**config.mk**
```make
export PLATFORM = sky130hd
export DESIGN_NAME = d_phy_receiver
export DESIGN_NICKNAME = d
export VERILOG_FILES = /design/src/rtl/d_phy_pkg.sv /design/src/rtl/d_phy_rx_deser.sv /design/src/rtl/d_phy_receiver.sv
export SDC_FILE = /design/constraint.sdc
export NUM_CORES = 1
export LEC_CHECK = 0
export CORE_MARGIN = 3
export CORE_UTILIZATION = 52
export DETAILED_ROUTE_END_ITERATION = 8
export GPL_ROUTABILITY_DRIVEN = 0
export PLACE_DENSITY = 0.77
export SYNTH_ARGS = -nofsm -noshare
export SYNTH_HDL_FRONTEND = slang
export SYNTH_SLANG_ARGS = --single-unit
```
**constraint.sdc**
```tcl
create_clock -name RX_DDR_clk -period 1.7 [get_ports RX_DDR_clk]
set_input_delay 0.34 -clock RX_DDR_clk [delete_from_list [all_inputs] [get_ports RX_DDR_clk]]
set_output_delay 0.34 -clock RX_DDR_clk [all_outputs]
set_load 0.02 [all_outputs]
```
**src/rtl/d_phy_pkg.sv**
```systemverilog
// Shared D-PHY definitions: HS FSM state encodings, LP line-state constants, default sync byte.
// Used by both d_phy_receiver and d_phy_driver.
package d_phy_pkg;

  localparam logic [2:0] ST_STOP      = 3'd0;
  localparam logic [2:0] ST_HS_RQST   = 3'd1;
  localparam logic [2:0] ST_BRIDGE    = 3'd2;
  localparam logic [2:0] ST_SYNC_HUNT = 3'd3;
  localparam logic [2:0] ST_DATA      = 3'd4;
  localparam logic [2:0] ST_WAIT_STOP = 3'd5;

  // Line states as {Dp,Dn}
  localparam logic [1:0] LP11 = 2'b11;
  localparam logic [1:0] LP01 = 2'b01;
  localparam logic [1:0] LP00 = 2'b00;
  localparam logic [1:0] LP10 = 2'b10;

  // HS leader pattern, LSB-first arrival order
  localparam logic [7:0] SYNC_BYTE_DEFAULT = 8'hB8;

endpackage

```
**src/rtl/d_phy_rx_deser.sv**
```systemverilog
// HS deserializer: right-shift register (new bit into MSB), bit counter, sync comparator.
// Optional sync-hunt timeout counter built only when D_PHY_RX_SYNC_TIMEOUT_EN is defined.
module d_phy_rx_deser
  import d_phy_pkg::*;
#(
  parameter logic [7:0] SYNC_BYTE    = SYNC_BYTE_DEFAULT,
  parameter int         SYNC_TIMEOUT = 32
) (
  input  logic       clk_i,
  input  logic       rst_ni,
  input  logic       load_i,
  input  logic       shift_i,
  input  logic       hunt_i,
  input  logic       bit_i,
  output logic [7:0] shift_next_o,
  output logic       sync_match_o,
  output logic       byte_done_o,
  output logic       hunt_timeout_o
);

  if (SYNC_TIMEOUT < 8) begin : g_timeout_chk
    $error("SYNC_TIMEOUT must cover at least one full sync byte");
  end

  logic [7:0] shift_q, shift_d;
  logic [2:0] bitcnt_q, bitcnt_d;

  // Loading clears the register and enters the first HS bit in the same edge
  assign shift_next_o = load_i ? {bit_i, 7'd0} : {bit_i, shift_q[7:1]};
  assign sync_match_o = hunt_i && (shift_next_o == SYNC_BYTE);
  assign byte_done_o  = (bitcnt_q == 3'd7);

  always_comb begin
    shift_d  = shift_q;
    bitcnt_d = bitcnt_q;
    if (load_i) begin
      shift_d  = shift_next_o;
      bitcnt_d = 3'd0;
    end else if (shift_i) begin
      shift_d  = shift_next_o;
      bitcnt_d = sync_match_o ? 3'd0 : bitcnt_q + 3'd1;
    end
  end

  always_ff @(posedge clk_i) begin
    if (!rst_ni) begin
      shift_q  <= 8'd0;
      bitcnt_q <= 3'd0;
    end else begin
      shift_q  <= shift_d;
      bitcnt_q <= bitcnt_d;
    end
  end

`ifdef D_PHY_RX_SYNC_TIMEOUT_EN
  localparam int HUNT_W = $clog2(SYNC_TIMEOUT + 1);

  logic [HUNT_W-1:0] hunt_cnt_q, hunt_cnt_d;

  // Counter holds the number of HS bits seen since bridge exit, entry bit included
  always_comb begin
    hunt_cnt_d = hunt_cnt_q;
    if (load_i) begin
      hunt_cnt_d = HUNT_W'(1);
    end else if (shift_i && hunt_i) begin
      hunt_cnt_d = hunt_cnt_q + HUNT_W'(1);
    end
  end

  always_ff @(posedge clk_i) begin
    if (!rst_ni) begin
      hunt_cnt_q <= '0;
    end else begin
      hunt_cnt_q <= hunt_cnt_d;
    end
  end

  assign hunt_timeout_o = hunt_i && shift_i && (hunt_cnt_q == HUNT_W'(SYNC_TIMEOUT - 1));
`else
  assign hunt_timeout_o = 1'b0;
`endif

endmodule

```
**src/rtl/d_phy_receiver.sv**
```systemverilog
// D-PHY data-lane receiver: LP entry FSM, HS sync hunt and byte delivery.
// Optional sync-hunt timeout enabled by defining D_PHY_RX_SYNC_TIMEOUT_EN.
module d_phy_receiver
  import d_phy_pkg::*;
#(
  parameter logic [7:0] SYNC_BYTE    = SYNC_BYTE_DEFAULT,
  parameter int         SYNC_TIMEOUT = 32
) (
  input  logic       RX_DDR_clk,
  input  logic       RX_rst,
  input  logic       Dp,
  input  logic       Dn,
  output logic [7:0] RX_BYTE_HS,
  output logic       RX_VALID,
  output logic       RX_ACTIVE,
  output logic       RX_SYNC_ERR,
  output logic [2:0] D_PHY_RX_HS_STATE,
  output logic [1:0] D_PHY_RX_LP_STATE
);

  logic [1:0] lp;
  logic [2:0] state_q, state_d;
  logic [7:0] byte_q, byte_d;
  logic       valid_q, valid_d;
  logic       active_q, active_d;
  logic       err_q, err_d;
  logic [1:0] lp_q;

  logic       load, shift, hunt;
  logic [7:0] shift_next;
  logic       sync_match, byte_done, hunt_timeout;

  assign lp   = {Dp, Dn};
  assign hunt = (state_q == ST_SYNC_HUNT);

  d_phy_rx_deser #(
    .SYNC_BYTE    (SYNC_BYTE),
    .SYNC_TIMEOUT (SYNC_TIMEOUT)
  ) u_deser (
    .clk_i          (RX_DDR_clk),
    .rst_ni         (RX_rst),
    .load_i         (load),
    .shift_i        (shift),
    .hunt_i         (hunt),
    .bit_i          (Dp),
    .shift_next_o   (shift_next),
    .sync_match_o   (sync_match),
    .byte_done_o    (byte_done),
    .hunt_timeout_o (hunt_timeout)
  );

  always_comb begin
    state_d  = state_q;
    byte_d   = byte_q;
    valid_d  = 1'b0;
    active_d = active_q;
    err_d    = 1'b0;
    load     = 1'b0;
    shift    = 1'b0;
    case (state_q)
      ST_STOP: begin
        case (lp)
          LP01:    state_d = ST_HS_RQST;
          LP11:    state_d = ST_STOP;
          default: begin state_d = ST_WAIT_STOP; err_d = 1'b1; end
        endcase
      end
      ST_HS_RQST: begin
        case (lp)
          LP01:    state_d = ST_HS_RQST;
          LP00:    state_d = ST_BRIDGE;
          LP11:    state_d = ST_STOP;
          LP10:    begin state_d = ST_WAIT_STOP; err_d = 1'b1; end
          default: state_d = ST_STOP;
        endcase
      end
      ST_BRIDGE: begin
        case (lp)
          LP00:    state_d = ST_BRIDGE;
          LP11:    state_d = ST_STOP;
          default: begin state_d = ST_SYNC_HUNT; load = 1'b1; end
        endcase
      end
      ST_SYNC_HUNT: begin
        case (lp)
          LP11:    state_d = ST_STOP;
          LP00:    begin state_d = ST_WAIT_STOP; err_d = 1'b1; end
          default: begin
            shift = 1'b1;
            if (sync_match) begin
              state_d  = ST_DATA;
              active_d = 1'b1;
            end else if (hunt_timeout) begin
              state_d = ST_WAIT_STOP;
              err_d   = 1'b1;
            end
          end
        endcase
      end
      ST_DATA: begin
        // Leaving DATA on an LP state discards any partial byte
        case (lp)
          LP11:    begin state_d = ST_STOP; active_d = 1'b0; end
          LP00:    begin state_d = ST_WAIT_STOP; active_d = 1'b0; err_d = 1'b1; end
          default: begin
            shift = 1'b1;
            if (byte_done) begin
              byte_d  = shift_next;
              valid_d = 1'b1;
            end
          end
        endcase
      end
      ST_WAIT_STOP: begin
        if (lp == LP11) state_d = ST_STOP;
      end
      default: begin
        state_d  = ST_STOP;
        active_d = 1'b0;
      end
    endcase
  end

  always_ff @(posedge RX_DDR_clk) begin
    if (!RX_rst) begin
      state_q  <= ST_STOP;
      byte_q   <= 8'h00;
      valid_q  <= 1'b0;
      active_q <= 1'b0;
      err_q    <= 1'b0;
      lp_q     <= LP11;
    end else begin
      state_q  <= state_d;
      byte_q   <= byte_d;
      valid_q  <= valid_d;
      active_q <= active_d;
      err_q    <= err_d;
      lp_q     <= lp;
    end
  end

  assign RX_BYTE_HS        = byte_q;
  assign RX_VALID          = valid_q;
  assign RX_ACTIVE         = active_q;
  assign RX_SYNC_ERR       = err_q;
  assign D_PHY_RX_HS_STATE = state_q;
  assign D_PHY_RX_LP_STATE = lp_q;

endmodule

```
# Word-level counts from Yosys, hierarchy flattened
# Cells that the tools add are included.
# word_totals
reg_bits	27
latch_bits	0
mem_bits_rw	0
mem_bits_ro	0
inputBits	4
out_inout_bits	16
word_cells	66
mem_count	0
# op_classes
n_addsub	1
n_mul	0
n_div	0
order_cmp	0
n_eq_ne	16
n_shift	0
muxes	24
bitwise_logic	4
n_reduce_logical	13
# op_table
cell	count
3-bit one-hot mux with 2 select lines	3
3-bit one-hot mux with 6 select lines	1
8-bit 2-to-1 mux	2
3-bit one-hot mux with 4 select lines	1
1-bit 2-to-1 mux	10
3-bit equality test (second input constant)	3
3-bit 2-to-1 mux	3
8-bit equality test (second input constant)	1
2-bit != test (second input constant)	4
2-bit OR reduction	4
4-bit OR reduction	2
7-bit 2-to-1 mux	1
3-bit by 2-bit equality test with 1-bit output (second input constant)	2
1-bit one-hot mux with 3 select lines	2
3-bit AND reduction	2
2-bit equality test (second input constant)	2
4-bit != test (second input constant)	1
1-bit NOT	4
2-bit one-hot mux with 2 select lines	1
4-bit AND reduction	1
3-bit by 1-bit adder with 3-bit output (second input constant)	1
3-bit by 1-bit equality test with 1-bit output (second input constant)	1
3-bit zero test	1
3-bit != test (second input constant)	1
other kinds (4)	4

# Longest topological paths before layout
# Gate-level depths: netlist of the first run.
# logic_depth
word_depth	10
depth_mapped	7
ltp_nobuf	6

# By module
# From an unflattened synthesis of the first run, not the netlist that was laid out.
# hier_totals
cells_unflattened	157
hier_area_um2	1441.4
# modules_own_cells
mod	n_inst	cells_per_inst	area_per_inst_um2	seq_area_each_um2
d_phy_receiver	1	99	909.6	320.3
d_phy_rx_deser	1	58	531.8	200.2

# Worst setup path before layout of the first run
# OpenSTA, ideal clock, no wires.
# synth_timing
kind	input to register
from	input port Dp
to	register u_deser.bitcnt_q[2]
setup_ns	0.117
arrival_time_ns	1.447
t_required_ns	1.583
slack_ns	0.136
cell_stages	7
path_buffers	1
cell_sequence	inv_1 -> ha_1 -> and4bb_4 -> nand2b_4 -> buf_6 -> a31oi_4 -> a32o_1
# synth_via
elab_chain_cells	8
elab_cells_between_ends	11
classes_between	eq/ne: 2; mux: 5; reduce/logical: 4
# synth_lines
element	line	rtl
start: declaration	d_phy_receiver.sv:11	input logic Dp,
2-bit equality test or 2-bit zero test (tied branches)	d_phy_receiver.sv:78, d_phy_receiver.sv:85, d_phy_receiver.sv:102	
2-bit OR reduction (no source line)	--	
1-bit 2-to-1 mux	d_phy_receiver.sv:78, d_phy_receiver.sv:85, d_phy_receiver.sv:102	
1-bit 2-to-1 mux	d_phy_receiver.sv:60	case (state_q)
7-bit 2-to-1 mux	d_phy_rx_deser.sv:29	assign shift_next_o = load_i ? {bit_i, 7'd0} : {bit_i, shift_q[7:1]};
8-bit equality test	d_phy_rx_deser.sv:30	assign sync_match_o = hunt_i && (shift_next_o == SYNC_BYTE);
1-bit logical AND	d_phy_rx_deser.sv:30	
3-bit 2-to-1 mux	d_phy_rx_deser.sv:41	bitcnt_d = sync_match_o ? 3'd0 : bitcnt_q + 3'd1;
end signal: assignment	d_phy_rx_deser.sv:51	bitcnt_q <= bitcnt_d;
end: declaration	d_phy_rx_deser.sv:26	logic [2:0] bitcnt_q, bitcnt_d;
# Parallel ways exist; a longest one is shown, timed or not.
# A chain may end at the register's enable or synchronous reset.

# Worst setup path after layout of the first run
# layout_timing
from	register byte_q[6] (netlist: RX_BYTE_HS[6])
to	output port RX_BYTE_HS[6]
# layout_rtl
element	line	rtl
start: declaration	d_phy_receiver.sv:23	logic [7:0] byte_q, byte_d;
start signal: assignment	d_phy_receiver.sv:134	byte_q <= byte_d;
end: declaration	d_phy_receiver.sv:13	output logic [7:0] RX_BYTE_HS,
# No word-level cell between the ends.

==> out/results.txt, run 1 <==
Clk pwr share - 23.7%
synthesized-area fraction occupied by and/or/nand/nor cells - 26.7%
worst r2r path cells - 5
CTS tree - built
Required @ worst endpoint - 1.36 ns
setup bufs post-CTS - 0
Finished Cell Area - 0.00170 mm^2
ANT nets after route - 0
port bufs - 19
fin nets - 181
Slew @ Worst Pin - 0.349 ns
startpoint of the worst hold path - Dn
# rows - 17
Synth top area share - 39.5%
H-tree levels - 1
GRT Residual Overflow - 0
status - finished, final reports clean
Sink Count - 26
Final Hold Fails - 0
f_max - 0.611 GHz
Avg Inst Size Synth - 9.63 um^2
clk_lat worst skew - 0.32 ns
Pint - 0.939 mW
vias in the first global route - 1,112
Area contributors post-synth - dfxtp_1, ha_1, mux2i_1
GRT Overall Usage - 19.1%
Die Area - 0.00318 mm^2
skew final - 0.00372 ns
worst-path maximum fanout - 2
Sw Share - 29.3%
Slew HR - 76.1%
diodes inserted - 0
post-synthesis xor/xnor area fraction - 0%
biggest cell delay along the critical path - 0.61 ns
placed insts - 194
height of the die - 56.4 um
HPWL Detailed - 2130 um
final design utilization - 73.4%
Hold Slack - 0.393 ns
cells along the critical path - clkdlybuf4s50_1
proportion of synthesized chip area in sequential cells - 39.5%
dominant cell type by area after synthesis - dfxtp_1
Num CTS Buffers - 3
logic depth of the worst setup path including buffers - 1
wire per inst - 14.5 um
Buf+Inv Stages, Crit Path - 1
worst min path class - primary input to flip-flop
post-synth cell types - 38
flop2flop setup slack - 0.18 ns
largest net degree at the start of global routing - 15
Reg power frac - 51.6%
drt first pass iters - 4
IO Count - 20
Worst Setup End Kind - output pin
final worst-path cycle share - 96.3%
most common cell after layout, fill and taps aside - dfxtp_1
first-pass GRT wire length - 4940 um
CP Launch Type - flip-flop
pins over their slew limit - 0
Leak - 0.744 nW
Worst EP arrival - 1.30 ns
max_cap viols - 0
Synth Area in Adders - 5.69%
Max VDD drop - 0.000717 V
Tmin final - 1.64 ns
final setup vio count - 0
core area - 0.00232 mm^2
routed vias - 1,134
sw power - 0.389 mW
fraction of layout cells with a size suffix above 1 - 22.9%
Worst Hold End - D_PHY_RX_LP_STATE[0]
Placed Area - 0.00164 mm^2
RSZ-0062 raised after global routing - false
Layout area overhead - 29.0%
post-synthesis mux area share - 5.31%
CTS clk-pin slew, worst paths - 0.14 ns
post-detailed-route via-to-cell ratio - 5.73
CP startpoint - RX_BYTE_HS[6]
beginning of the worst register-to-register path - D_PHY_RX_HS_STATE[1]
Seq cells post-synth - 26
initial antenna violation count - 0
Worst path slowest cell - clkdlybuf4s50_1
# fillers - 172
Initial Utilization - 56.9%
Max Buffers Root-to-Sink - 2
synthesized cell area - 0.00132 mm^2
Synth Area in Compound Gates - 17.3%
root buf cell - clkbuf_4
Combinational Power Share - 24.7%
Syn. warnings - 0
syn_nets - 147
most frequent cells in the layout - dfxtp_1, buf_4, nand2_1
DRT iter0 DRCs - 34
crit-path leading delay family - buffers and inverters
post-synthesis cell count - 137
worst reg2reg path endpoint - u_deser.shift_q[4]
final WL - 2880 um
drt drc - 0
largest family of logic cells by synthesized area - simple AND/OR/NAND/NOR gates
PD cells - 780 mW/mm^2
critical path type - flip-flop to output pin
die width - 56.4 um
final cell count without fillers - 198
WHS Path Cells - 4
power by group through the flow:
| stage | Clock, mW | Sequential, mW | Combinational (mW) |
|---|---|---|---|
| 2_1_floorplan | 0 | 0.695 | 0.192 |
| 3_3_place_gp | 0 | 0.692 | 0.314 |
| 3_5_place_dp | 0 | 0.692 | 0.325 |
| 4_1_cts | 0.321 | 0.683 | 0.323 |
| 5_1_grt | 0.347 | 0.690 | 0.355 |
| 6_report | 0.314 | 0.685 | 0.328 |
cells by family after synthesis:
group / Yosys count
multiplexers: 7
AND/OR/NAND/NOR: 55
AO/OA/AOI/OAI: 29
adder cells (fa/ha/maj): 6
buffers and inverters: 14
flip-flops: 26
cell usage after synthesis (all sizes together):
master   instances
inv              4
o32ai            1
nand4b           8
o311a            2
nand2b           1
nor3             3
a32o             2
nor2            11
o21a             3
and4bb           2
buf              8
a41oi            1
mux2i            7
and3b            1
and4b            1
a21boi           8
nand3            2
a21oi            2
dfxtp           26
a31oi            2
nor3b            3
clkbuf           2
and2             1
and3             2
nor4b            1
nand2           15
o211ai           1
nor2b            4
o21ai            5
ha               6
a2111oi          1
a22o             1
sequential cells by signal (all words and copies together) (netlist names):
name and flops:
RX_BYTE_HS 8, u_deser.shift_q 7, D_PHY_RX_HS_STATE 3, u_deser.bitcnt_q 3
D_PHY_RX_LP_STATE 2, RX_ACTIVE 1, RX_SYNC_ERR 1, RX_VALID 1
area by class of cell:
cell class	instances	area (um^2)	share of cell area (%)
multi-input combinational	97	744	43.8
sequential	26	524	30.8
timing repair buffer	39	347	20.4
clock buffer	4	36.3	2.13
tap	28	35.0	2.06
inverter	4	15.0	0.882
layer usage:
layer  wire length, um  up-vias  track usage [%]
met1              1400      540             25.5
met2              1330       23             30.4
met3                91        8             3.22
met5                 0        -                0
met4                57        0             7.80
li1                  -      563                -
how the worst max path moves through the flow:
stage	slack, ns	end
after global placement	-0.36	u_deser.bitcnt_q[2]
after detailed placement	-0.43	u_deser.bitcnt_q[1]
after global routing	0.02	RX_BYTE_HS[4]
final	0.06	RX_BYTE_HS[6]
after CTS	0.02	RX_BYTE_HS[3]
after floorplan	0.14	u_deser.bitcnt_q[2]
metrics by stage:
stage	worst slack [ns]	power, mW	setup TNS (ns)
3_3_place_gp	-0.361	1.01	-6.96
3_5_place_dp	-0.425	1.02	-8.39
6_report	0.0623	1.33	0
5_1_grt	0.0167	1.39	0
2_1_floorplan	0.136	0.887	0
4_1_cts	0.0174	1.33	0
repair_timing:
item,4_1_cts,5_1_grt
setup endpoints to repair,15,14
pin swaps,0,3
cloned,0,0
hold buffers,0,0
endpoints found under the hold margin,0,0
gates resized for setup,9,14
Power figures use the tool's default switching activity.
==> run 2, diff against run 1 <==
--- a/config.mk
+++ b/config.mk
@@ -10,6 +10,7 @@
 export DETAILED_ROUTE_END_ITERATION = 8
 export GPL_ROUTABILITY_DRIVEN = 0
 export PLACE_DENSITY = 0.77
+export SETUP_SLACK_MARGIN = 0.5
 export SYNTH_ARGS = -nofsm -noshare
 export SYNTH_HDL_FRONTEND = slang
 export SYNTH_SLANG_ARGS = --single-unit
==> out/results.txt, run 2 (same netlist as run 1, synthesis figures left out) <==
cells along the critical path - buf_1 > inv_1 > a2111oi_1 > o311a_1
CTS clk-pin slew, worst paths - 0.14 ns (about the same)
biggest cell delay along the critical path - 0.48 ns (-0.13 ns)
first-pass GRT wire length - 5940 um (+20%)
Combinational Power Share - 30.0% (+5.3 points)
PD cells - 829 mW/mm^2 (+6.3%)
Worst Setup End Kind - flip-flop
CTS tree - built
most common cell after layout, fill and taps aside - buf_4
most frequent cells in the layout - buf_4, buf_6, nand2_1
Final Hold Fails - 0 (unchanged)
register area - 548 um^2 (+4.5%)
Worst path slowest cell - a2111oi_1
final worst-path cycle share - 84.2% (-12 points)
GRT Overall Usage - 24.0% (+5.0 points)
vias in the first global route - 1,262 (+13%)
Hold Slack - 0.462 ns (+0.0695 ns)
max reg flops - 8 (unchanged)
status - finished, final reports clean
height of the die - 56.4 um (unchanged)
worst min path class - primary input to flip-flop
fin nets - 195 (+7.7%)
Layout area overhead - 46.6%
Pint - 1.13 mW (+21%)
max_cap viols - 0 (unchanged)
drt drc - 0 (unchanged)
Max Buffers Root-to-Sink - 2 (unchanged)
routed vias - 1,246 (+9.9%)
HPWL Detailed - 2180 um (+2.4%)
grt met1 use - 29.3% (+3.8 points)
initial antenna violation count - 0 (unchanged)
root buf cell - clkbuf_4
drt first pass iters - 4 (unchanged)
Initial Utilization - 56.9% (unchanged)
Post-CTS Hold Buffers - 0 (unchanged)
diodes inserted - 0 (unchanged)
DRT iter0 DRCs - 48 (+41%)
core area - 0.00232 mm^2 (unchanged)
Worst EP arrival - 1.72 ns (+0.42 ns)
Die Area - 0.00318 mm^2 (unchanged)
Sw Share - 29.4% (+0.15 points)
# rows - 17 (unchanged)
Tmin final - 1.43 ns (-0.206 ns)
H-tree levels - 1 (unchanged)
setup tns final - 0 ns (unchanged)
final design utilization - 83.4% (+10 points)
Sink Count - 26 (unchanged)
Required @ worst endpoint - 1.98 ns (+0.62 ns)
Clk pwr share - 27.6% (+3.9 points)
# fillers - 135 (-22%)
die width - 56.4 um (unchanged)
GRT Residual Overflow - 0 (unchanged)
largest net degree at the start of global routing - 16 (+1)
skew final - 0.0121 ns (+0.00843 ns)
post-detailed-route via-to-cell ratio - 5.88 (+2.6%)
GR peak layer - met2
GRT met2 Usage - 40.4% (+10 points)
worst-path maximum fanout - 6 (+4)
IO Count - 20 (unchanged)
GRT met3 Usage - 2.76% (-0.46 points)
Num CTS Buffers - 3 (unchanged)
CP Launch Type - flip-flop
ANT nets after route - 0 (unchanged)
sw power - 0.472 mW (+21%)
critical path type - flip-flop to flip-flop
f_max - 0.699 GHz (+14%)
Leak - 0.806 nW (+8.4%)
clk_lat worst skew - 0.34 ns (+0.02 ns)
RSZ-0062 raised after global routing - true
port bufs - 19 (unchanged)
final WL - 3830 um (+33%)
Slew HR - 69.2% (-6.9 points)
fraction of layout cells with a size suffix above 1 - 48.4% (+25 points)
Reg power frac - 42.4% (-9.2 points)
Max VDD drop - 0.000637 V (-11%)
Slew @ Worst Pin - 0.461 ns (+0.112 ns)
wire per inst - 18.1 um (+24%)
final setup vio count - 0 (unchanged)
pins over their slew limit - 0 (unchanged)
area of the multi-input gates - 801 um^2 (+7.6%)
[run 2: cell count changes in the layout (fill, tap and decap cells not counted), moves of 4 or more]
cell | before | now
buf_6 | 0 | 19
clkdlybuf4s50_1 | 12 | 1
dfxtp_1 | 23 | 12
buf_4 | 20 | 28
dfxtp_2 | 3 | 10
dfxtp_4 | 0 | 4
dlymetal6s2s_1 | 4 | 0
[run 2: per-layer routing]
| metal | share of wire, % | vias up |
|---|---|---|
| met5 | 0 | - |
| met4 | 4.4 | 0 |
| met3 | 2.8 | 17 |
| met2 | 50 | 36 |
| met1 | 43 | 604 |
| li1 | - | 589 |
[run 2: layout make-up]
type | count | share of cell area (%)
tap | 28 | 1.81
clock buffer | 3 | 1.17
clock inverter | 1 | 1.55
timing repair buffer | 53 | 24.0
inverter | 4 | 1.68
multi-input combinational | 97 | 41.4
sequential | 26 | 28.3
[run 2: timing repair]
item	in CTS	in global routing
setup endpoints to repair	40	38
cloned	0	0
pin swaps	15	10
setup buffers	12	6
resized for setup	114	29
[run 2: worst paths after layout]
check                        from              endpoint  slack (ns)  cells past startpoint
max          D_PHY_RX_HS_STATE[2]  D_PHY_RX_HS_STATE[2]        0.27                      4
min reg2reg         RX_BYTE_HS[5]         RX_BYTE_HS[5]        0.47                      2
max reg2reg  D_PHY_RX_HS_STATE[2]  D_PHY_RX_HS_STATE[2]        0.27                      4
min                            Dn  D_PHY_RX_LP_STATE[0]        0.46                      4
[run 2: critical path, delay by kind of cell (launching register included)]
kind | cells | cell delay [ns]
DFF | 1 | 0.42
AOI/OAI and AO/OA | 2 | 0.68
buffers and inverters | 2 | 0.28
[run 2: power by group through the flow]
stage                     sequential (mW)  combinational, mW  clock (mW)
final                               0.680              0.481       0.443
after global routing                0.683              0.505       0.466
after CTS                           0.676              0.398       0.447
after detailed placement            0.706              0.308           0
after global placement              0.705              0.298           0
after floorplan                     0.699              0.205           0
[run 2: metrics by stage]
| stage | cell area [um^2] | total power, mW | worst slack, ns | cells |
|---|---|---|---|---|
| detailed placement | 1650 | 1.01 | -0.361 | 190 |
| global route | 1930 | 1.65 | 0.239 | 212 |
| CTS | 1800 | 1.52 | 0.363 | 206 |
| floorplan | 1370 | 0.904 | 0.231 | 137 |
| global placement | 1650 | 1.00 | -0.319 | 190 |
| finish | 1930 | 1.60 | 0.269 | 212 |
==> edit (flow settings as in run 2) <==
Put one more register stage on the output `RX_BYTE_HS`, cleared by the reset. The value now appears one clock later. The other outputs are not delayed to match.
--- a/src/rtl/d_phy_receiver.sv
+++ b/src/rtl/d_phy_receiver.sv
@@ -141,3 +141,9 @@
 
-  assign RX_BYTE_HS        = byte_q;
+  always_ff @(posedge RX_DDR_clk) begin
+    if (!RX_rst) begin
+      RX_BYTE_HS <= '0;
+    end else begin
+      RX_BYTE_HS <= byte_q;
+    end
+  end
   assign RX_VALID          = valid_q;
Function: same outputs for any inputs over 10 cycles, from zero or initial values and one cycle with RX_rst low; that may be too few to reach the edited logic, so the function may still have changed.
==> edit against run 2 <==
The run now ends with negative setup slack left; area after synthesis rose by 9.5%; sequential cell count rose by 8; global-route usage fell by 0.67 points; routed wire length barely moved; cell area rose by 11%; setup slack got worse by 270 ps; total power rose by 14%; critical path depth rose by 1; critical path type unchanged; highest routed layer unchanged.
==> edit: results (changes against run 2) <==
- Dpl hpwl: 2257 µm (+3.3%)
- GR Util met3: 7.456% (+4.7 points)
- CP max stage cell: or4b_4
- Post-Place Cells: 209 (+10%)
- Synth Area per Inst: 9.890 µm² (+2.7%)
- Final setup viols: 2 (+2)
- Slowest stage delay, CP: 550 ps (+70 ps)
- Skew final: 11.82 ps (-0.3273 ps)
- Layout cells sized above 1: 46.77% (-1.6 points)
- GRT Resource Usage Total: 23.38% (-0.67 points)
- Leak: 1.024 nW (+27%)
- Unique masters post-synth: 32 (-16%)
- Worst Path Arrival: 1950 ps (+230 ps)
- Syn Nets: 156 (+6.1%)
- Sequential area share after synthesis: 47.14% (+7.7 points)
- Status: finished with violations
- Delay-heaviest family, CP: simple AND/OR/NAND/NOR gates
- Placed Instance Area: 1876 µm² (+14%)
- Failing checks: negative setup slack
- Synth top area cells: dfxtp_1 (47%), mux2i_1 (10%), ha_1 (5.2%), nor2_1 (4.9%), nor2b_1 (4.8%)
- Crit path from: u_deser.shift_q[1]
- # H-tree levels: 2 (+1)
- WL met2: 1900 µm (-0.78%)
- Num CTS Buffers: 5 (+2)
- Relative slew slack: 79.41% (+10 points)
- Final WS setup: -6.161 ps (-274.7 ps)
[edit: changes by cell type after synthesis, sizes merged, moves of 6 or more]
cell | run 2 | this run
and2 | 1 | 8
dfxtp | 26 | 34
nand4b | 8 | 0
nand2 | 15 | 9
nor2b | 4 | 11
mux2i | 7 | 15
nor2 | 11 | 20
a21boi | 8 | 0
[edit: cell type report]
type / count / area [µm²] / share of cell area [%]
multi-input combinational: 100 / 829.5 / 38.82
tap: 30 / 37.54 / 1.756
sequential: 34 / 695.7 / 32.55
timing repair buffer: 55 / 478.0 / 22.37
clock buffer: 6 / 51.30 / 2.400
inverter: 4 / 32.53 / 1.522
clock inverter: 2 / 12.51 / 0.5855
[edit: worst paths after layout]
path / slack [ps] / endpoint
worst max-delay path: -6 / u_deser.bitcnt_q[0]
worst min-delay path: 220 / D_PHY_RX_LP_STATE[0]
worst max register to register: -6 / u_deser.bitcnt_q[0]
worst min register to register: 480 / RX_BYTE_HS[2]
[edit: logic make-up (layout without fill, tap and decap cells)]
group / count (synthesis) / after routing / synth area share [%]
fa+ha+maj: 6 / 6 / 5.199
flops: 34 / 34 / 47.14
simple gates: 58 / 58 / 22.79
compound gates: 20 / 20 / 10.05
mux: 16 / 16 / 11.18
buf+inv: 12 / 67 / 3.639
[edit: report_power, final]
| part | leakage [nW] | switching, mW | internal (mW) | total, mW |
|---|---|---|---|---|
| Clock | 0.0343 | 0.288 | 0.199 | 0.486 |
| Combinational | 0.712 | 0.225 | 0.252 | 0.477 |
| Sequential | 0.278 | 0.0374 | 0.828 | 0.865 |
| Total | 1.02 | 0.550 | 1.28 | 1.83 |
[edit: repair_timing]
item,4_1_cts,5_1_grt
pin swaps,4,11
cloned,1,0
endpoints found under the setup margin,40,32
resized for setup,93,26
buffers inserted,10,3
